[config.mk]
export PLATFORM = sky130hd
export DESIGN_NAME = nn_mem_ctrl
export DESIGN_NICKNAME = d
export VERILOG_FILES = /design/src/rtl/nn_mem_pkg.sv /design/src/rtl/nn_mem_port_mux.sv /design/src/rtl/nn_mem_ctrl.sv
export SDC_FILE = /design/constraint.sdc
export NUM_CORES = 1
export LEC_CHECK = 0
export ABC_AREA = 1
export CAP_MARGIN = 20
export CORE_ASPECT_RATIO = 1.2
export CORE_MARGIN = 2
export CORE_UTILIZATION = 39
export CTS_BUF_LIST = sky130_fd_sc_hd__clkbuf_16
export CTS_CLUSTER_DIAMETER = 80
export DETAILED_ROUTE_END_ITERATION = 8
export HOLD_SLACK_MARGIN = 0.1
export PLACE_DENSITY = 0.78
export SYNTH_ARGS = -nofsm -noshare
export SYNTH_HDL_FRONTEND = slang
export SYNTH_SLANG_ARGS = --single-unit
[constraint.sdc]
create_clock -name clk -period 4.4 [get_ports clk]
set_clock_uncertainty 0.15 [all_clocks]
set_input_delay 0.66 -clock clk [delete_from_list [all_inputs] [get_ports clk]]
set_output_delay 0.66 -clock clk [all_outputs]
set_load 0.02 [all_outputs]
[src/rtl/nn_mem_pkg.sv]
// Shared types and constants for the nn_mem_ctrl loader/arbiter.
// Optional feature macro: NN_MEM_LOADMAP_EN.
package nn_mem_pkg;

    localparam int W_ADDR_LEN_D = 20;
    localparam int W_SEL_LEN_D  = 2;
    localparam int X_ADDR_LEN_D = 10;
    localparam int X_SEL_LEN_D  = 2;

    typedef enum logic [1:0] {
        IDLE,
        LOAD_W,
        LOAD_X,
        COMPUTE
    } state_t;

    localparam logic TGT_W = 1'b0;
    localparam logic TGT_X = 1'b1;

    localparam int LM_W_BASE = 0;
    localparam int LM_X_BASE = 4;

    // Bit of loaded_map that tracks bank (tgt, sel).
    function automatic logic [2:0] lm_index(input logic tgt, input logic [1:0] sel);
        logic [2:0] base;
        base = tgt ? 3'(LM_X_BASE) : 3'(LM_W_BASE);
        return base + {1'b0, sel};
    endfunction

endpackage

[src/rtl/nn_mem_port_mux.sv]
// Owner-selected mux of loader registers vs compute requests onto mem_sys.
// Purely combinational; the owner flag comes from the top-level FSM.
module nn_mem_port_mux
    import nn_mem_pkg::*;
#(
    parameter int W_ADDR_LEN = W_ADDR_LEN_D,
    parameter int W_SEL_LEN  = W_SEL_LEN_D,
    parameter int X_ADDR_LEN = X_ADDR_LEN_D,
    parameter int X_SEL_LEN  = X_SEL_LEN_D
) (
    input  logic                  i_compute,
    input  logic                  i_l_we_w,
    input  logic                  i_l_we_x,
    input  logic [W_ADDR_LEN-1:0] i_l_address_w,
    input  logic [X_ADDR_LEN-1:0] i_l_address_x,
    input  logic [W_SEL_LEN-1:0]  i_l_sel_w,
    input  logic [X_SEL_LEN-1:0]  i_l_sel_x,
    input  logic                  i_l_data_in,
    input  logic                  i_c_we_w,
    input  logic                  i_c_we_x,
    input  logic [W_ADDR_LEN-1:0] i_c_address_w,
    input  logic [X_ADDR_LEN-1:0] i_c_address_x,
    input  logic [W_SEL_LEN-1:0]  i_c_sel_w,
    input  logic [X_SEL_LEN-1:0]  i_c_sel_x,
    input  logic                  i_c_data_in,
    output logic                  o_we_w,
    output logic                  o_we_x,
    output logic [W_ADDR_LEN-1:0] o_address_w,
    output logic [X_ADDR_LEN-1:0] o_address_x,
    output logic [W_SEL_LEN-1:0]  o_sel_w,
    output logic [X_SEL_LEN-1:0]  o_sel_x,
    output logic                  o_data_in
);

    assign o_we_w      = i_compute ? i_c_we_w      : i_l_we_w;
    assign o_we_x      = i_compute ? i_c_we_x      : i_l_we_x;
    assign o_address_w = i_compute ? i_c_address_w : i_l_address_w;
    assign o_address_x = i_compute ? i_c_address_x : i_l_address_x;
    assign o_sel_w     = i_compute ? i_c_sel_w     : i_l_sel_w;
    assign o_sel_x     = i_compute ? i_c_sel_x     : i_l_sel_x;
    assign o_data_in   = i_compute ? i_c_data_in   : i_l_data_in;

endmodule

[src/rtl/nn_mem_ctrl.sv]
// Load sequencer and mem_sys port arbiter between serial loader and compute.
// Define NN_MEM_LOADMAP_EN to add loaded_map and gate start_compute on it.
module nn_mem_ctrl
    import nn_mem_pkg::*;
#(
    parameter int W_ADDR_LEN = W_ADDR_LEN_D,
    parameter int W_SEL_LEN  = W_SEL_LEN_D,
    parameter int X_ADDR_LEN = X_ADDR_LEN_D,
    parameter int X_SEL_LEN  = X_SEL_LEN_D
) (
    input  logic                  clk,
    input  logic                  rst,
    input  logic                  cmd_valid,
    output logic                  cmd_ready,
    input  logic                  cmd_target,
    input  logic [W_SEL_LEN-1:0]  cmd_sel,
    input  logic [W_ADDR_LEN-1:0] cmd_last,
    input  logic                  s_valid,
    output logic                  s_ready,
    input  logic                  s_data,
    output logic                  load_done,
    input  logic                  start_compute,
    output logic                  compute_busy,
    input  logic                  compute_finish,
    input  logic                  c_we_w,
    input  logic                  c_we_x,
    input  logic [W_ADDR_LEN-1:0] c_address_w,
    input  logic [X_ADDR_LEN-1:0] c_address_x,
    input  logic [W_SEL_LEN-1:0]  c_sel_w,
    input  logic [X_SEL_LEN-1:0]  c_sel_x,
    input  logic                  c_data_in,
    output logic                  we_w,
    output logic                  we_x,
    output logic [W_ADDR_LEN-1:0] address_w,
    output logic [X_ADDR_LEN-1:0] address_x,
    output logic [W_SEL_LEN-1:0]  sel_w,
    output logic [X_SEL_LEN-1:0]  sel_x,
    output logic                  data_in
`ifdef NN_MEM_LOADMAP_EN
    ,
    output logic [7:0]            loaded_map
`endif
);

    state_t                r_state;
    logic [W_SEL_LEN-1:0]  r_sel;
    logic [W_ADDR_LEN-1:0] r_last;
    logic [W_ADDR_LEN-1:0] r_cnt;
    logic                  r_load_done;
    logic                  r_we_w;
    logic                  r_we_x;
    logic [W_ADDR_LEN-1:0] r_addr_w;
    logic [X_ADDR_LEN-1:0] r_addr_x;
    logic [W_SEL_LEN-1:0]  r_sel_w;
    logic [X_SEL_LEN-1:0]  r_sel_x;
    logic                  r_data;

    logic                  w_loading;
    logic                  w_at_last;
    logic                  w_start_ok;
    logic                  w_compute;

`ifdef NN_MEM_LOADMAP_EN
    logic [7:0]            r_map;
    assign loaded_map = r_map;
    assign w_start_ok = (r_map == 8'hFF);
`else
    assign w_start_ok = 1'b1;
`endif

    assign w_loading    = (r_state == LOAD_W) || (r_state == LOAD_X);
    assign w_compute    = (r_state == COMPUTE);
    assign cmd_ready    = (r_state == IDLE);
    assign s_ready      = w_loading;
    assign compute_busy = w_compute;
    assign load_done    = r_load_done;

    // X loads wrap on the X address width, so only those LSBs are compared.
    assign w_at_last = (r_state == LOAD_X)
                     ? (X_ADDR_LEN'(r_cnt) == X_ADDR_LEN'(r_last))
                     : (r_cnt == r_last);

    always_ff @(posedge clk) begin
        if (!rst) begin
            r_state     <= IDLE;
            r_sel       <= '0;
            r_last      <= '0;
            r_cnt       <= '0;
            r_load_done <= 1'b0;
            r_we_w      <= 1'b0;
            r_we_x      <= 1'b0;
            r_addr_w    <= '0;
            r_addr_x    <= '0;
            r_sel_w     <= '0;
            r_sel_x     <= '0;
            r_data      <= 1'b0;
`ifdef NN_MEM_LOADMAP_EN
            r_map       <= '0;
`endif
        end else begin
            r_load_done <= 1'b0;
            r_we_w      <= 1'b0;
            r_we_x      <= 1'b0;
            unique case (r_state)
                IDLE: begin
                    if (cmd_valid) begin
                        r_sel   <= cmd_sel;
                        r_last  <= cmd_last;
                        r_cnt   <= '0;
                        r_state <= (cmd_target == TGT_X) ? LOAD_X : LOAD_W;
                    end else if (start_compute && w_start_ok) begin
                        r_state <= COMPUTE;
                    end
                end
                LOAD_W, LOAD_X: begin
                    if (s_valid) begin
                        if (r_state == LOAD_W) begin
                            r_we_w   <= 1'b1;
                            r_addr_w <= r_cnt;
                            r_sel_w  <= r_sel;
                        end else begin
                            r_we_x   <= 1'b1;
                            r_addr_x <= X_ADDR_LEN'(r_cnt);
                            r_sel_x  <= X_SEL_LEN'(r_sel);
                        end
                        r_data <= s_data;
                        r_cnt  <= r_cnt + 1'b1;
                        if (w_at_last) begin
                            r_load_done <= 1'b1;
                            r_state     <= IDLE;
`ifdef NN_MEM_LOADMAP_EN
                            r_map[lm_index(r_state == LOAD_X, 2'(r_sel))] <= 1'b1;
`endif
                        end
                    end
                end
                COMPUTE: begin
                    if (compute_finish) begin
                        r_state <= IDLE;
                    end
                end
                default: r_state <= IDLE;
            endcase
        end
    end

    nn_mem_port_mux #(
        .W_ADDR_LEN (W_ADDR_LEN),
        .W_SEL_LEN  (W_SEL_LEN),
        .X_ADDR_LEN (X_ADDR_LEN),
        .X_SEL_LEN  (X_SEL_LEN)
    ) u_mux (
        .i_compute     (w_compute),
        .i_l_we_w      (r_we_w),
        .i_l_we_x      (r_we_x),
        .i_l_address_w (r_addr_w),
        .i_l_address_x (r_addr_x),
        .i_l_sel_w     (r_sel_w),
        .i_l_sel_x     (r_sel_x),
        .i_l_data_in   (r_data),
        .i_c_we_w      (c_we_w),
        .i_c_we_x      (c_we_x),
        .i_c_address_w (c_address_w),
        .i_c_address_x (c_address_x),
        .i_c_sel_w     (c_sel_w),
        .i_c_sel_x     (c_sel_x),
        .i_c_data_in   (c_data_in),
        .o_we_w        (we_w),
        .o_we_x        (we_x),
        .o_address_w   (address_w),
        .o_address_x   (address_x),
        .o_sel_w       (sel_w),
        .o_sel_x       (sel_x),
        .o_data_in     (data_in)
    );

endmodule
## Word-level counts from Yosys, hierarchy flattened

Cells that the tools add are included.
Widths: inputs -> output; s select.

| storage, ports and cells | value |
|---|---|
| register bits | 82 |
| bits of input ports | 67 |
| output and inout bits | 41 |
| word-level logic and storage cells | 56 |

| operators by class | value |
|---|---|
| add/sub/neg operators | 1 |
| equal/unequal tests | 10 |
| mux-type cells | 21 |
| bitwise logic cells | 1 |
| reductions and logical operators | 11 |

Operators with widths:

| cell | number |
|---|---|
| $mux 20 | 3 |
| $pmux 20 s2 | 1 |
| $add 20x1->20 const B | 1 |
| $eq 20x20->1 | 1 |
| $mux 2 | 8 |
| $reduce_and 3->1 | 4 |
| $eq 10x10->1 | 1 |
| $mux 10 | 1 |
| $ne 2x2->1 const B | 4 |
| $mux 1 | 7 |
| $pmux 2 s3 | 1 |
| $eq 2x2->1 const B | 2 |
| $reduce_and 2->1 | 2 |
| $reduce_and 4->1 | 1 |
| $ne 3x2->1 const B | 1 |
| $eq 2x1->1 const B | 1 |
| $logic_not 2->1 | 1 |
| $reduce_bool 2->1 | 1 |
| $reduce_or 2->1 | 1 |
| $logic_or 1x1->1 | 1 |
| $not 1->1 | 1 |

## Depth between registers and ports, before layout

| depth | value |
|---|---|
| word-level depth | 5 |
| mapped depth | 13 |
| gate-level depth less buffers | 13 |

## Hierarchy

A second synthesis with hierarchy kept.

| second synthesis, totals | value |
|---|---|
| cell total of the unflattened synthesis | 597 |
| area, all modules | 4,060.1 µm² |

Modules (own cells, without submodules):

| module | instances | cells each | area each (µm²) | seq. area each (µm²) |
|---|---|---|---|---|
| nn_mem_ctrl | 1 | 478 | 3,572.2 | 1,641.6 |
| nn_mem_port_mux | 1 | 119 | 488.0 | 0.0 |

## Least setup slack after synthesis

No wires, ideal clock.

| path | value |
|---|---|
| path kind | reg-to-output |
| start | reg r_state[0] |
| end | out address_w[10] |
| arrival time | 1.482 ns |
| data required time | 3.590 ns |
| path slack | 2.108 ns |
| cell stages (with the launch flop) | 6 |
| path buffers | 2 |
| path through | dfxtp_1 > ha_1 > clkbuf_1 > clkbuf_1 > nand2_1 > nand2_1 |

| between the ends | value |
|---|---|
| word-level cells in the longest chain between the ends | 2 |

RTL lines:

| item | line | source |
|---|---|---|
| start: declaration | nn_mem_ctrl.sv:45 | `state_t r_state;` |
| start signal: assignment | nn_mem_ctrl.sv:110 | `r_state <= (cmd_target == TGT_X) ? LOAD_X : LOAD_W;` |
| $eq 2x2->1 | nn_mem_ctrl.sv:72 | `assign w_compute = (r_state == COMPUTE);` |
| named net compute_busy | nn_mem_ctrl.sv:23 | `output logic compute_busy,` |
| $mux 20 | nn_mem_port_mux.sv:37 | `assign o_address_w = i_compute ? i_c_address_w : i_l_address_w;` |
| end: declaration | nn_mem_ctrl.sv:34 | `output logic [W_ADDR_LEN-1:0] address_w,` |

The timed path passes the listed nets, and every way through them passes these cells.

## Final worst setup path

| path | value |
|---|---|
| start | reg r_state[0] |
| end | out address_x[1] |

| between the ends | value |
|---|---|
| word-level cells in the longest chain between the ends | 2 |

RTL lines:

| item | line | source |
|---|---|---|
| $eq 2x2->1 | nn_mem_ctrl.sv:72 |  |
| $mux 10 | nn_mem_port_mux.sv:38 | `assign o_address_x = i_compute ? i_c_address_x : i_l_address_x;` |
| end: declaration | nn_mem_ctrl.sv:35 | `output logic [X_ADDR_LEN-1:0] address_x,` |

No other way between the ends.

==> qor.csv <==
stage,metric,value,unit
timing,Final Hold Viols,0,
yosys,Seq cells post-synth,82,
routing,Avg WL per Cell,13.6,µm
layout,"Area growth, synth to finish",35.3,%
grt,global routing usage on met3,0.0392,
timing,final count of pins violating max slew,0,
critical_path,CP required,3590,ps
min_path,min-delay src,r_last[18],
min_path,Hold Crit Class,reg -> reg,
critical_path,CP Buf/Inv Count,2,
critical_path,crit-path max FO,36,
place,Setup WS pre-CTS,1410,ps
clock_network,CTS Buf Count,9,
min_path,hold path depth,2,
timing,final setup fails,0,
critical_path,CP endpoint kind,output pin,
place,placed insts,817,
routing,routed vias,4168,
timing,setup tns final,0,ps
die,row count,40,
critical_path,FF-to-FF path depth,13,
min_path,Worst Hold End,r_last[18],
clock_network,H-tree depth,3,
yosys,synth unique cells,35,
timing,Final WS setup,1140,ps
job,Max-Cap Viols,0,
clock_network,clock sinks,82,
die,DIE HEIGHT,115,µm
grt,first-pass GRT wire length,18400,µm
layout,final instance area,5460,µm²
grt,gr usage total,0.204,
outcome,status,"finished, final reports clean",
critical_path,R2R setup slack,1750,ps
pwr,PwrDens,510,nW/µm²
grt,largest net degree at the start of global routing,61,
layout,layout cell share with drive strength beyond 1,0.0494,
clock_network,post_cts resized,0,
clock_network,Worst-Skew Late Latency,340,ps
grt,GRT Max-Usage Layer,met2,
place,final RePlAce weighted congestion,0.967,
yosys,largest area contributor in the netlist,dfxtp_1,
yosys,YS warnings,0,
grt,M1 GR Usage,0.248,
yosys,"Seq/Total Area, Yosys",0.406,
place,hpwl dp,8630,µm
routing,First DRT Iteration DRCs,284,
timing,worst slew pin tran,847,ps
pwr,Leakage,2.31,nW
grt,vias in the first global route,3791,
grt,global route overflow,0,
grt,initial antenna violation count,0,
clock_network,clock slew seen by the registers of the worst setup and hold paths,60,ps
routing,drt via density,5.00,
critical_path,crit-path cells,ha_1 > clkinv_1 > nand2_1 > nand2_1 > clkdlybuf4s50_1,
critical_path,WP data arrival,2450,ps
die,DIE AREA,11200,µm²
clock_network,root buf cell,clkbuf_16,
die,width of the die,96.9,µm
yosys,area of the mapped netlist,4040,µm²
timing,Tmin final,3260,ps
critical_path,WS Path Type,reg -> out,
critical_path,Reg-to-Reg End,r_cnt[13],
routing,DRC errors left,0,
clock_network,Longest Clk Path Bufs,2,
die,initial core utilization,0.401,
die,core area,10100,µm²
clock_network,Post-CTS Setup Bufs,0,
critical_path,Setup crit start kind,flip-flop,
grt,M2 GR Usage,0.366,
routing,DRT Pass-1 Iters,5,
pwr,worst vdd ir,227,µV
yosys,Synthesized Nets,681,
place,IO Port Bufs,107,
critical_path,CP top delay family,buffers and inverters,
layout,# diodes,0,
clock_network,hold_buf cts,0,
critical_path,"slowest stage delay, CP",660,ps
critical_path,Crit path depth,5,
yosys,area share of the largest cell type after synthesis,0.406,
routing,Routed Antenna Nets,0,
die,IO Pins,108,
place,Placement Cell Area,5170,µm²
yosys,Gate Count Post-Synth,609,
layout,Layout Cells excl Fill,834,
timing,Fmax achieved,307,MHz
critical_path,worst r2r src,r_state[1],
clock_network,TritonCTS clock tree,yes,
timing,Slew headroom,0.432,
timing,Final period util,0.740,
critical_path,Crit path top cell by count,nand2_1,
routing,DRT Wirelength,11400,µm
layout,nets,775,
yosys,synth top area cells,"dfxtp_1 (41%), nand2_1 (17%), o21ai_0 (9.2%), a21oi_1 (6.6%), nor2_1 (6.4%)",
yosys,syn avg cell area,6.63,µm²
timing,RSZ-0062 raised after global routing,false,
critical_path,"Slowest-stage cell, CP",clkinv_1,
-- state kept, by name, indices dropped and copies added, names as in the netlist --
signal     flops
r_cnt         20
r_addr_w      20
r_sel          2
r_we_x         1
load_done      1
r_state        2
r_addr_x      10
r_sel_w        2
r_we_w         1
r_sel_x        2
r_data         1
r_last        20
-- synth_stat cells --
library cell    n
o21bai_1        1
nor3b_2         1
a211oi_1        3
nor4_1          1
a21oi_2         2
clkbuf_1       20
nor3_2          1
nor2_1         69
a31oi_1         1
buf_2           3
nor2_2          2
xor2_1          5
ha_1            5
xnor2_1         1
inv_2           2
dfxtp_1        82
clkinv_1        3
o21ai_2         1
nand3b_1        1
buf_1           2
inv_1          48
nand3_2         1
nand2_2         2
inv_4           1
o21ai_0        74
nand3_1        16
nand2_4         2
or2_2           1
o22ai_1         1
buf_4           2
nor3_1         10
nor3_4          2
nand2_1       180
a21oi_1        53
nand4_1        10
-- kinds of logic after synthesis --
kind of cell | after synthesis | synth area share
AND/OR/NAND/NOR | 299 | 0.312
AO/OA/AOI/OAI | 136 | 0.174
flip-flops | 82 | 0.406
buffers and inverters | 81 | 0.0787
XOR/XNOR | 6 | 0.0130
adder cells (fa/ha/maj) | 5 | 0.0155
-- worst register-to-register path, stage by stage, from the launching register on --
cell and delay, ps:
dfxtp_1 360, inv_1 90, ha_1 580, inv_1 180, o21ai_2 200, nand2_4 150
inv_4 150, nand2_4 80, nor3_4 240, nand2_2 90, nor2_2 100, nand2_1 60
nand2_1 80, a21oi_2 30
-- layer usage --
layer / part of all wire / wire (µm)
met1: 0.44 / 5040
met2: 0.50 / 5620
met3: 0.043 / 489
met4: 0.018 / 207
met5: 0 / 0
-- area by class of cell --
type,count,area (µm²)
Clock inverter,7,61.3
Timing Repair Buffer,110,1090
Multi-Input combinational cell,446,2080
Inverter,54,205
Clock buffer,9,225
Sequential cell,82,1640
Tap cell,126,158
Fill cell,959,4600
-- worst max-delay path by stage --
stage	to	slack, ps	startpoint
floorplan	address_w[10]	2110	r_state[0]
global route	address_x[2]	840	r_state[1]
finish	address_x[1]	1140	r_state[0]
global placement	r_cnt[13]	1430	cmd_valid
CTS	address_x[1]	1100	r_state[1]
detailed placement	r_cnt[8]	1410	cmd_valid
-- cells in the final DEF (no fill, tap or decap), types with 9 or more instances in the layout --
cell             count
dfxtp_1             82
nand4_1             10
nand2_1            180
nor3_1              10
nor2_1              69
a21oi_1             53
clkbuf_16            9
nand3_1             16
o21ai_0             74
clkdlybuf4s50_1    107
inv_1               49
-- power breakdown --
group / internal (mW) / switching (mW)
Combinational: 0.443 / 0.656
Clock: 0.433 / 0.286
Sequential: 0.886 / 0.0826
-- metrics by stage --
step | hold slack, ps | total power, mW | utilization
final | 320 | 2.79 | 0.543
after floorplan | 274 | 1.66 | -
after CTS | 320 | 2.80 | 0.542
after global placement | 301 | 2.06 | 0.514
after global routing | 349 | 2.97 | 0.543
after detailed placement | 310 | 2.08 | 0.514
No activity file was read; power rests on OpenSTA's default activity.
